`src/rtl/mac_arbiter_if.sv`:
```
// rtl/mac_arbiter_if.sv - Requester, MAC operand and response bus of the shared-MAC scheduler
//
// Signals:
//   req_valid  [NREQ]           requester i presents operands
//   req_a/b/c  [NREQ*SIZE]      packed operands, slice i is [i*SIZE +: SIZE]
//   req_ready  [NREQ]           one-hot grant
//   mac_a/b/c  [SIZE]           operands to the MAC
//   mac_result [OUT_SIZE]       MAC output
//   rsp_valid/rsp_id/rsp_data   tagged result
//   op_count   [16]             completed results, wraps
// Modports: slave = the scheduler, master = requesters, MAC and response sink.
interface mac_arbiter_if #(
    parameter int SIZE     = 8,
    parameter int OUT_SIZE = 16,
    parameter int NREQ     = 4,
    parameter int IDW      = $clog2(NREQ)
);
    logic [NREQ-1:0]      req_valid;
    logic [NREQ*SIZE-1:0] req_a;
    logic [NREQ*SIZE-1:0] req_b;
    logic [NREQ*SIZE-1:0] req_c;
    logic [NREQ-1:0]      req_ready;
    logic [SIZE-1:0]      mac_a;
    logic [SIZE-1:0]      mac_b;
    logic [SIZE-1:0]      mac_c;
    logic [OUT_SIZE-1:0]  mac_result;
    logic                 rsp_valid;
    logic [IDW-1:0]       rsp_id;
    logic [OUT_SIZE-1:0]  rsp_data;
    logic [15:0]          op_count;

    modport slave (
        input  req_valid, req_a, req_b, req_c, mac_result,
        output req_ready, mac_a, mac_b, mac_c, rsp_valid, rsp_id, rsp_data, op_count
    );

    modport master (
        output req_valid, req_a, req_b, req_c, mac_result,
        input  req_ready, mac_a, mac_b, mac_c, rsp_valid, rsp_id, rsp_data, op_count
    );
endinterface

```
`src/rtl/mac_arbiter.sv`:
```
// rtl/mac_arbiter.sv - Scheduler sharing one 3-stage pipelined multiply-add unit between NREQ requesters
//
// Ports:
//   clock  rising-edge clock
//   reset  synchronous, active-high reset
//   bus    mac_arbiter_if.slave: requester handshake, MAC operands/result, tagged response, op_count
//
// Configuration macro MAC_ARB_RR_EN:
//   defined   -> round-robin grant starting at a pointer that moves past each winner
//   undefined -> fixed priority, lowest valid index wins (no pointer state)
module mac_arbiter #(
    parameter int SIZE     = 8,
    parameter int OUT_SIZE = 16,
    parameter int NREQ     = 4,
    parameter int MAC_LAT  = 3,
    parameter int IDW      = $clog2(NREQ)
) (
    input  logic         clock,
    input  logic         reset,
    mac_arbiter_if.slave bus
);
    logic                      gnt_found;
    logic [IDW-1:0]            gnt_idx;
    logic [IDW-1:0]            cand;

    logic [SIZE-1:0]           mac_a_q, mac_a_d;
    logic [SIZE-1:0]           mac_b_q, mac_b_d;
    logic [SIZE-1:0]           mac_c_q, mac_c_d;
    // Tag pipe: entry 0 is loaded at the accept edge, entry MAC_LAT lines up with mac_result.
    logic [MAC_LAT:0]          tag_v_q, tag_v_d;
    logic [MAC_LAT:0][IDW-1:0] tag_id_q, tag_id_d;
    logic                      rsp_valid_q, rsp_valid_d;
    logic [IDW-1:0]            rsp_id_q, rsp_id_d;
    logic [OUT_SIZE-1:0]       rsp_data_q, rsp_data_d;
    logic [15:0]               op_count_q, op_count_d;
`ifdef MAC_ARB_RR_EN
    logic [IDW-1:0]            ptr_q, ptr_d;
`endif

    // Grant search; the first hit wins. Suppressed during reset so nothing is accepted.
    always_comb begin
        gnt_found = 1'b0;
        gnt_idx   = '0;
        cand      = '0;
        for (int k = 0; k < NREQ; k++) begin
`ifdef MAC_ARB_RR_EN
            cand = IDW'((int'(ptr_q) + k) % NREQ);
`else
            cand = IDW'(k);
`endif
            if (!gnt_found && bus.req_valid[cand]) begin
                gnt_found = 1'b1;
                gnt_idx   = cand;
            end
        end
        if (reset) begin
            gnt_found = 1'b0;
        end
    end

    assign bus.req_ready = gnt_found ? (NREQ'(1) << gnt_idx) : '0;

    always_comb begin
        mac_a_d     = '0;
        mac_b_d     = '0;
        mac_c_d     = '0;
        if (gnt_found) begin
            mac_a_d = bus.req_a[int'(gnt_idx) * SIZE +: SIZE];
            mac_b_d = bus.req_b[int'(gnt_idx) * SIZE +: SIZE];
            mac_c_d = bus.req_c[int'(gnt_idx) * SIZE +: SIZE];
        end

        tag_v_d     = {tag_v_q[MAC_LAT-1:0], gnt_found};
        tag_id_d    = {tag_id_q[MAC_LAT-1:0], gnt_idx};

        // Response fields hold their last value between results.
        rsp_valid_d = tag_v_q[MAC_LAT];
        rsp_id_d    = rsp_id_q;
        rsp_data_d  = rsp_data_q;
        op_count_d  = op_count_q;
        if (tag_v_q[MAC_LAT]) begin
            rsp_id_d   = tag_id_q[MAC_LAT];
            rsp_data_d = bus.mac_result;
            op_count_d = op_count_q + 16'd1;
        end

`ifdef MAC_ARB_RR_EN
        ptr_d = ptr_q;
        if (gnt_found) begin
            ptr_d = (gnt_idx == IDW'(NREQ - 1)) ? '0 : gnt_idx + 1'b1;
        end
`endif
    end

    always_ff @(posedge clock) begin
        if (reset) begin
            mac_a_q     <= '0;
            mac_b_q     <= '0;
            mac_c_q     <= '0;
            tag_v_q     <= '0;
            tag_id_q    <= '0;
            rsp_valid_q <= 1'b0;
            rsp_id_q    <= '0;
            rsp_data_q  <= '0;
            op_count_q  <= '0;
`ifdef MAC_ARB_RR_EN
            ptr_q       <= '0;
`endif
        end else begin
            mac_a_q     <= mac_a_d;
            mac_b_q     <= mac_b_d;
            mac_c_q     <= mac_c_d;
            tag_v_q     <= tag_v_d;
            tag_id_q    <= tag_id_d;
            rsp_valid_q <= rsp_valid_d;
            rsp_id_q    <= rsp_id_d;
            rsp_data_q  <= rsp_data_d;
            op_count_q  <= op_count_d;
`ifdef MAC_ARB_RR_EN
            ptr_q       <= ptr_d;
`endif
        end
    end

    assign bus.mac_a     = mac_a_q;
    assign bus.mac_b     = mac_b_q;
    assign bus.mac_c     = mac_c_q;
    assign bus.rsp_valid = rsp_valid_q;
    assign bus.rsp_id    = rsp_id_q;
    assign bus.rsp_data  = rsp_data_q;
    assign bus.op_count  = op_count_q;
endmodule

```
`src/flat_wrapper.sv`:
```
// flat-port wrapper written by rule: the top's interface ports become plain ports
module mac_arbiter_flat 
#(
    parameter int SIZE     = 8,
    parameter int OUT_SIZE = 16,
    parameter int NREQ     = 4,
    parameter int MAC_LAT  = 3,
    parameter int IDW      = $clog2(NREQ)
)
  (clock, reset, bus_req_valid, bus_req_a, bus_req_b, bus_req_c, bus_mac_result, bus_req_ready, bus_mac_a, bus_mac_b, bus_mac_c, bus_rsp_valid, bus_rsp_id, bus_rsp_data, bus_op_count);
  mac_arbiter_if #(.SIZE(SIZE), .OUT_SIZE(OUT_SIZE), .NREQ(NREQ), .IDW(IDW)) bus_i ();
  input  logic clock;
  input  logic reset;
  input wire logic [$bits(bus_i.req_valid)-1:0] bus_req_valid;
  input wire logic [$bits(bus_i.req_a)-1:0] bus_req_a;
  input wire logic [$bits(bus_i.req_b)-1:0] bus_req_b;
  input wire logic [$bits(bus_i.req_c)-1:0] bus_req_c;
  input wire logic [$bits(bus_i.mac_result)-1:0] bus_mac_result;
  output wire logic [$bits(bus_i.req_ready)-1:0] bus_req_ready;
  output wire logic [$bits(bus_i.mac_a)-1:0] bus_mac_a;
  output wire logic [$bits(bus_i.mac_b)-1:0] bus_mac_b;
  output wire logic [$bits(bus_i.mac_c)-1:0] bus_mac_c;
  output wire logic [$bits(bus_i.rsp_valid)-1:0] bus_rsp_valid;
  output wire logic [$bits(bus_i.rsp_id)-1:0] bus_rsp_id;
  output wire logic [$bits(bus_i.rsp_data)-1:0] bus_rsp_data;
  output wire logic [$bits(bus_i.op_count)-1:0] bus_op_count;
  assign bus_i.req_valid = bus_req_valid;
  assign bus_i.req_a = bus_req_a;
  assign bus_i.req_b = bus_req_b;
  assign bus_i.req_c = bus_req_c;
  assign bus_i.mac_result = bus_mac_result;
  assign bus_req_ready = bus_i.req_ready;
  assign bus_mac_a = bus_i.mac_a;
  assign bus_mac_b = bus_i.mac_b;
  assign bus_mac_c = bus_i.mac_c;
  assign bus_rsp_valid = bus_i.rsp_valid;
  assign bus_rsp_id = bus_i.rsp_id;
  assign bus_rsp_data = bus_i.rsp_data;
  assign bus_op_count = bus_i.op_count;
  mac_arbiter #(.SIZE(SIZE), .OUT_SIZE(OUT_SIZE), .NREQ(NREQ), .MAC_LAT(MAC_LAT), .IDW(IDW)) u_core (.clock(clock), .reset(reset), .bus(bus_i));
endmodule
```
`config.mk`:
```
export PLATFORM = sky130hd
export DESIGN_NAME = mac_arbiter_flat
export DESIGN_NICKNAME = d
export VERILOG_FILES = /design/src/rtl/mac_arbiter_if.sv /design/src/rtl/mac_arbiter.sv /design/src/flat_wrapper.sv
export SDC_FILE = /design/constraint.sdc
export NUM_CORES = 1
export LEC_CHECK = 0
export CORE_MARGIN = 2
export CORE_UTILIZATION = 41
export CTS_BUF_LIST = sky130_fd_sc_hd__clkbuf_4 sky130_fd_sc_hd__clkbuf_8
export DETAILED_ROUTE_END_ITERATION = 10
export GPL_TIMING_DRIVEN = 0
export HOLD_SLACK_MARGIN = 0.06
export PLACE_DENSITY = 0.81
export SKIP_CTS_REPAIR_TIMING = 1
export SLEW_MARGIN = 20
export SYNTH_ARGS = -nofsm -noshare
export SYNTH_HDL_FRONTEND = slang
export SYNTH_SLANG_ARGS = --single-unit
```
`constraint.sdc`:
```
create_clock -name clock -period 2 [get_ports clock]
set_clock_uncertainty 0.15 [all_clocks]
set_input_delay 0.4 -clock clock [delete_from_list [all_inputs] [get_ports clock]]
set_output_delay 0.4 -clock clock [all_outputs]
set_load 0.01 [all_outputs]
```
After elaboration in Yosys (flattened, before gate mapping)
Index checks and enable logic that the tools add are counted.

word-level totals
  output and inout bits = 63
  logic and storage cells = 34
  flip-flop bits (word level) = 71
  bits of input ports = 118

operators by class
  add/sub/neg operators = 1
  shift operators = 4
  reduce and logical (&&, ||, !) cells = 7
  bitwise logic cells = 1
  mux-type cells = 9

operator list
  cell                                              number
  indexed part select 32 x 6 -> 8 bit               3
  adder 16 x 1 -> 16 bit (second input constant)    1
  2-to-1 mux 1 bit                                  6
  2-to-1 mux 2 bit                                  2
  2-to-1 mux 4 bit                                  1
  left shift 1 x 2 -> 4 bit (first input constant)  1
  logical AND 1 bit                                 3
  logical NOT 1 bit                                 3
  OR reduction 2 bit                                1
  inverter 1 bit                                    1

Logic depth before layout (Yosys ltp)
  depth after elaboration = 13
  depth in mapped cells = 6

Worst setup path after synthesis
No wires, ideal clock.

  path kind = input -> output
  from = input bus_req_valid[3]
  to = output bus_req_ready[3]
  data arrival time = 1297 ps
  path slack = 153 ps
  stages on the path = 5
  buffers on the path = 3
  cell sequence = buf_2 > nor2b_1 > buf_2 > clkbuf_1 > and2_1

on the way
  word-level cells in the longest chain between the ends = 4
  elaborated cells on any way between the ends = 6
  those cells by class = shift: 1; mux: 4; reduce/logical: 1

ends and longest elaborated chain
  what                                                           line                                  RTL
  from (decl)                                                    flat_wrapper.sv:14                    input wire logic [$bits(bus_i.req_valid)-1:0] bus_req_valid;
  logical AND 1 bit *                                            mac_arbiter.sv:51                     if (!gnt_found && bus.req_valid[cand]) begin
  2-to-1 mux 2 bit or 2-to-1 mux 1 bit (tied branches)           mac_arbiter.sv:51
  left shift 1 x 2 -> 4 bit or 2-to-1 mux 1 bit (tied branches)  mac_arbiter.sv:61, mac_arbiter.sv:56
  2-to-1 mux 4 bit *                                             mac_arbiter.sv:61                     assign bus.req_ready = gnt_found ? (NREQ'(1) << gnt_idx) : '0;
  to (decl)                                                      flat_wrapper.sv:19                    output wire logic [$bits(bus_i.req_ready)-1:0] bus_req_ready;

Every way passes the cells marked *; elsewhere a longest branch is shown, timed or not.

Worst setup path after layout
  from = register u_core.op_count_q[7], in the netlist u_core.bus.op_count[7]
  to = output bus_op_count[7]

RTL lines
  what                    line                RTL
  from (decl)             mac_arbiter.sv:35   logic [15:0] op_count_q, op_count_d;
  from (signal assigned)  mac_arbiter.sv:118  op_count_q <= op_count_d;
  to (decl)               flat_wrapper.sv:26  output wire logic [$bits(bus_i.op_count)-1:0] bus_op_count;

No word-level cell between the ends.

==> out/summary.txt <==
STATUS
--------------------------------------------------------------------------------
Outcome                                                             complete, no violations

CTS
--------------------------------------------------------------------------------
Clock tree sinks                                                              71
Number of H-tree levels                                                        3
Number of CTS-inserted buffers                                                 9
Latest clock arrival within the worst-skew pair                           350 ps
TritonCTS clock tree                                                       built
Clock Pin Slew Worst Setup and Hold Paths                                  90 ps
Clock root cell                                                     sky130_fd_sc_hd__clkbuf_8
Longest Clk Path Bufs                                                          2

GLOBAL ROUTE
--------------------------------------------------------------------------------
First-pass GRT wire length                                              16100 µm
Vias in the first global route                                              3395
GRT Resource Usage Total                                                   23.2%
Residual overflow from global routing                                          0
Number of antenna violations at the first check in global routing              0
Maximum number of pins on one net before global-route repair                  16

TIMING
--------------------------------------------------------------------------------
Tcrit/Tclk final                                                           96.2%
Count of final hold-check violations                                           0
Max-Slew Margin vs Limit                                                   66.1%
Highest clock rate                                                       520 MHz
Setup violations, final                                                        0
Worst-Margin Slew                                                         509 ps
Total negative setup slack                                                  0 ps
Min Tclk post-route                                                      1920 ps
Unrepaired setup endpoints after global routing                               no
Final Max Tran Viols                                                           0
Worst slack on hold paths                                                 291 ps
Final worst setup slack                                                  75.8 ps

CRITICAL PATH
--------------------------------------------------------------------------------
Max Fanout on Critical Path                                                    6
Slowest cell on the critical path                                   sky130_fd_sc_hd__clkdlybuf4s50_1
Kind of launch point of the worst setup path                            register
Delay contributed by the slowest stage of the critical path               580 ps
Depth of the most critical reg-to-reg path                                     4
Buffers plus inverters on the worst setup path                                 1
CP Data Arrival Time                                                     1370 ps
WP depth                                                                       1
Crit path capture type                                                output pin
Critical path class                                                   reg -> out
Critical Path, Cell by Cell                                         clkdlybuf4s50_1
Data required time of the critical path                                  1450 ps
Cell class contributing the biggest share of worst-path delay       buffers and inverters
Register-to-register setup slack                                          260 ps

YOSYS
--------------------------------------------------------------------------------
Average cell area after synthesis                                       9.50 µm²
Commonest register cell after synthesis                             sky130_fd_sc_hd__dfxtp_1
Distinct cells, synth                                                         37
Synth warn                                                                     0
EDFF count, synth                                                              0
Number of storage elements in the synthesis netlist                           71
Share of synthesized registers carrying an async set or reset                 0%
Mapped Cells                                                                 357
Fraction of the yosys area taken by sequential cells                       41.9%
Syn Nets                                                                     476
Synth Cell Area                                                         3390 µm²

ROUTE
--------------------------------------------------------------------------------
Number of design rule violations left after detail routing                     0
Count of TritonRoute iterations in the first routing pass                      4
Via Count                                                                   3547
Post-Route WL                                                           10700 µm
Violation count after the first detailed-routing iteration                   132
Count of nets left with antenna violations after detail routing                0
Routed wire per std cell                                                 16.4 µm
Avg Vias per Cell                                                           5.42

PWR
--------------------------------------------------------------------------------
Leakage                                                               0.00199 µW
VDD IR-drop max                                                         0.294 mV
Design Power                                                             3230 µW
Cell Pwr Density                                                      584 nW/µm²

FINAL LAYOUT
--------------------------------------------------------------------------------
Design Area, Final                                                      5530 µm²
Filler Cells Inserted                                                        681
Ratio of cells with drive above 1 in the final layout                      11.3%
Count of inserted antenna diode cells                                          0
P&R area growth vs syn                                                     62.9%
Total Nets Final                                                             663

FLOORPLAN
--------------------------------------------------------------------------------
Standard cell core area                                                 8130 µm²
Ports                                                                        181
Die span in y                                                            95.0 µm
Site Rows                                                                     33
Die Footprint                                                           9020 µm²
Die width                                                                95.0 µm
Initial Utilization                                                        41.7%

PLACEMENT
--------------------------------------------------------------------------------
Routability Congestion                                                     0.855
Setup Slack @ Placement                                                 -1030 ps
Post-DP HPWL                                                             8150 µm
Input/output buffers                                                         176
Total cell area at the placement stage                                  5290 µm²

MIN PATH
--------------------------------------------------------------------------------
Worst Hold Class                                                      reg -> reg
Cell depth of the worst hold path                                              1

FLOW RUN
--------------------------------------------------------------------------------
Maximum Capacitance Violations                                                 0

-- cell type report --
| class | count | area, µm² | area share (%) |
|---|---|---|---|
| timing repair buffer | 177 | 1780 | 32.2 |
| multi-input combinational | 241 | 1760 | 31.8 |
| clock inverter | 7 | 63.8 | 1.15 |
| sequential | 71 | 1430 | 25.8 |
| inverter | 3 | 11.3 | 0.204 |
| buffer | 41 | 236 | 4.28 |
| clock buffer | 9 | 124 | 2.24 |
| tap | 105 | 131 | 2.38 |
-- layer usage --
metal  share of wire [%]  global-route usage [%]  up-vias
met2                  49                    39.4      153
met5                   0                       0        -
met3                  10                    9.74       10
met1                  39                    26.6     1648
li1                    -                       -     1736
met4                 1.1                    6.64        0
-- placed cells by master (no fill, tap or decap), drive strengths merged, types with 2 or more instances in the layout --
cell type	n
nand3	28
o221ai	24
o2111ai	24
or3	2
xor2	3
o21a	25
o31ai	4
o21ai	2
nor3	2
inv	7
nor2	30
nor2b	19
dlymetal6s2s	4
clkdlybuf4s50	171
nand2	4
nor4	5
dfxtp	71
clkinvlp	2
buf	25
or4	4
clkbuf	27
and2	3
a22oi	24
a21oi	6
nand4	5
mux2	5
mux2i	19
-- where the power goes --
| group | switching (µW) | internal (µW) |
|---|---|---|
| clock | 633 | 478 |
| sequential | 16.3 | 1470 |
| combinational | 252 | 382 |
-- worst reg2reg max path: stages, from the launching register on --
cell and delay, ps:
sky130_fd_sc_hd__dfxtp_1 430, sky130_fd_sc_hd__ha_1 270, sky130_fd_sc_hd__nand3_4 140, sky130_fd_sc_hd__nor4_2 290
sky130_fd_sc_hd__mux2_1 340
-- cells in the mapped netlist (4+ instances only) --
cell                        instances  area, µm²
sky130_fd_sc_hd__mux2_1             5       56.3
sky130_fd_sc_hd__nand2_1            4       15.0
sky130_fd_sc_hd__o2111ai_1         24        210
sky130_fd_sc_hd__nor4_2             4       50.1
sky130_fd_sc_hd__a21oi_1            6       30.0
sky130_fd_sc_hd__dfxtp_1           71       1420
sky130_fd_sc_hd__buf_2             22        110
sky130_fd_sc_hd__nand3_1           26        130
sky130_fd_sc_hd__or4_1              4       30.0
sky130_fd_sc_hd__nor2b_1           19        119
sky130_fd_sc_hd__mux2i_1           19        190
sky130_fd_sc_hd__nor2_1            30        113
sky130_fd_sc_hd__o21a_1            24        180
sky130_fd_sc_hd__o31ai_1            4       30.0
sky130_fd_sc_hd__clkbuf_1          17       63.8
sky130_fd_sc_hd__o221ai_1          24        210
sky130_fd_sc_hd__a22oi_1           24        180
-- sequential cells by signal, summed over array words and instances (netlist names) --
| register | count |
|---|---|
| u_core.bus.op_count | 16 |
| u_core.bus.rsp_data | 16 |
| u_core.bus.mac_a | 8 |
| u_core.bus.mac_b | 8 |
| u_core.bus.mac_c | 8 |
| u_core.tag_id_d | 6 |
| u_core.tag_v_q | 4 |
| u_core.bus.rsp_id | 2 |
| u_core.tag_id_q | 2 |
| u_core.bus.rsp_valid | 1 |
-- cell families (layout without fill, tap and decap cells) --
family	Yosys count	count (layout)	share of synthesized area [%]
muxes	24	24	7.27
adders and majority gates	1	1	0.369
xor gates and xnor gates	4	4	1.03
buffers and inverters	45	237	6.34
AOI/OAI and AO/OA	109	109	25.3
and+or+nand+nor	103	103	17.7
DFF	71	71	41.9
-- metrics by stage --
stage	cells	utilization, %
detailed placement	638	65.0
global route	654	67.9
CTS	654	67.3
finish	654	67.9
global placement	638	65.0
floorplan	357	-
-- worst paths after layout --
path,from,endpoint
worst min register to register,u_core.tag_v_q[1],u_core.tag_v_q[2]
worst max-delay path,u_core.bus.op_count[7],bus_op_count[7]
worst max register to register,u_core.bus.op_count[1],u_core.bus.op_count[14]
worst min-delay path,u_core.tag_v_q[1],u_core.tag_v_q[2]
Power figures use the tool's default switching activity.
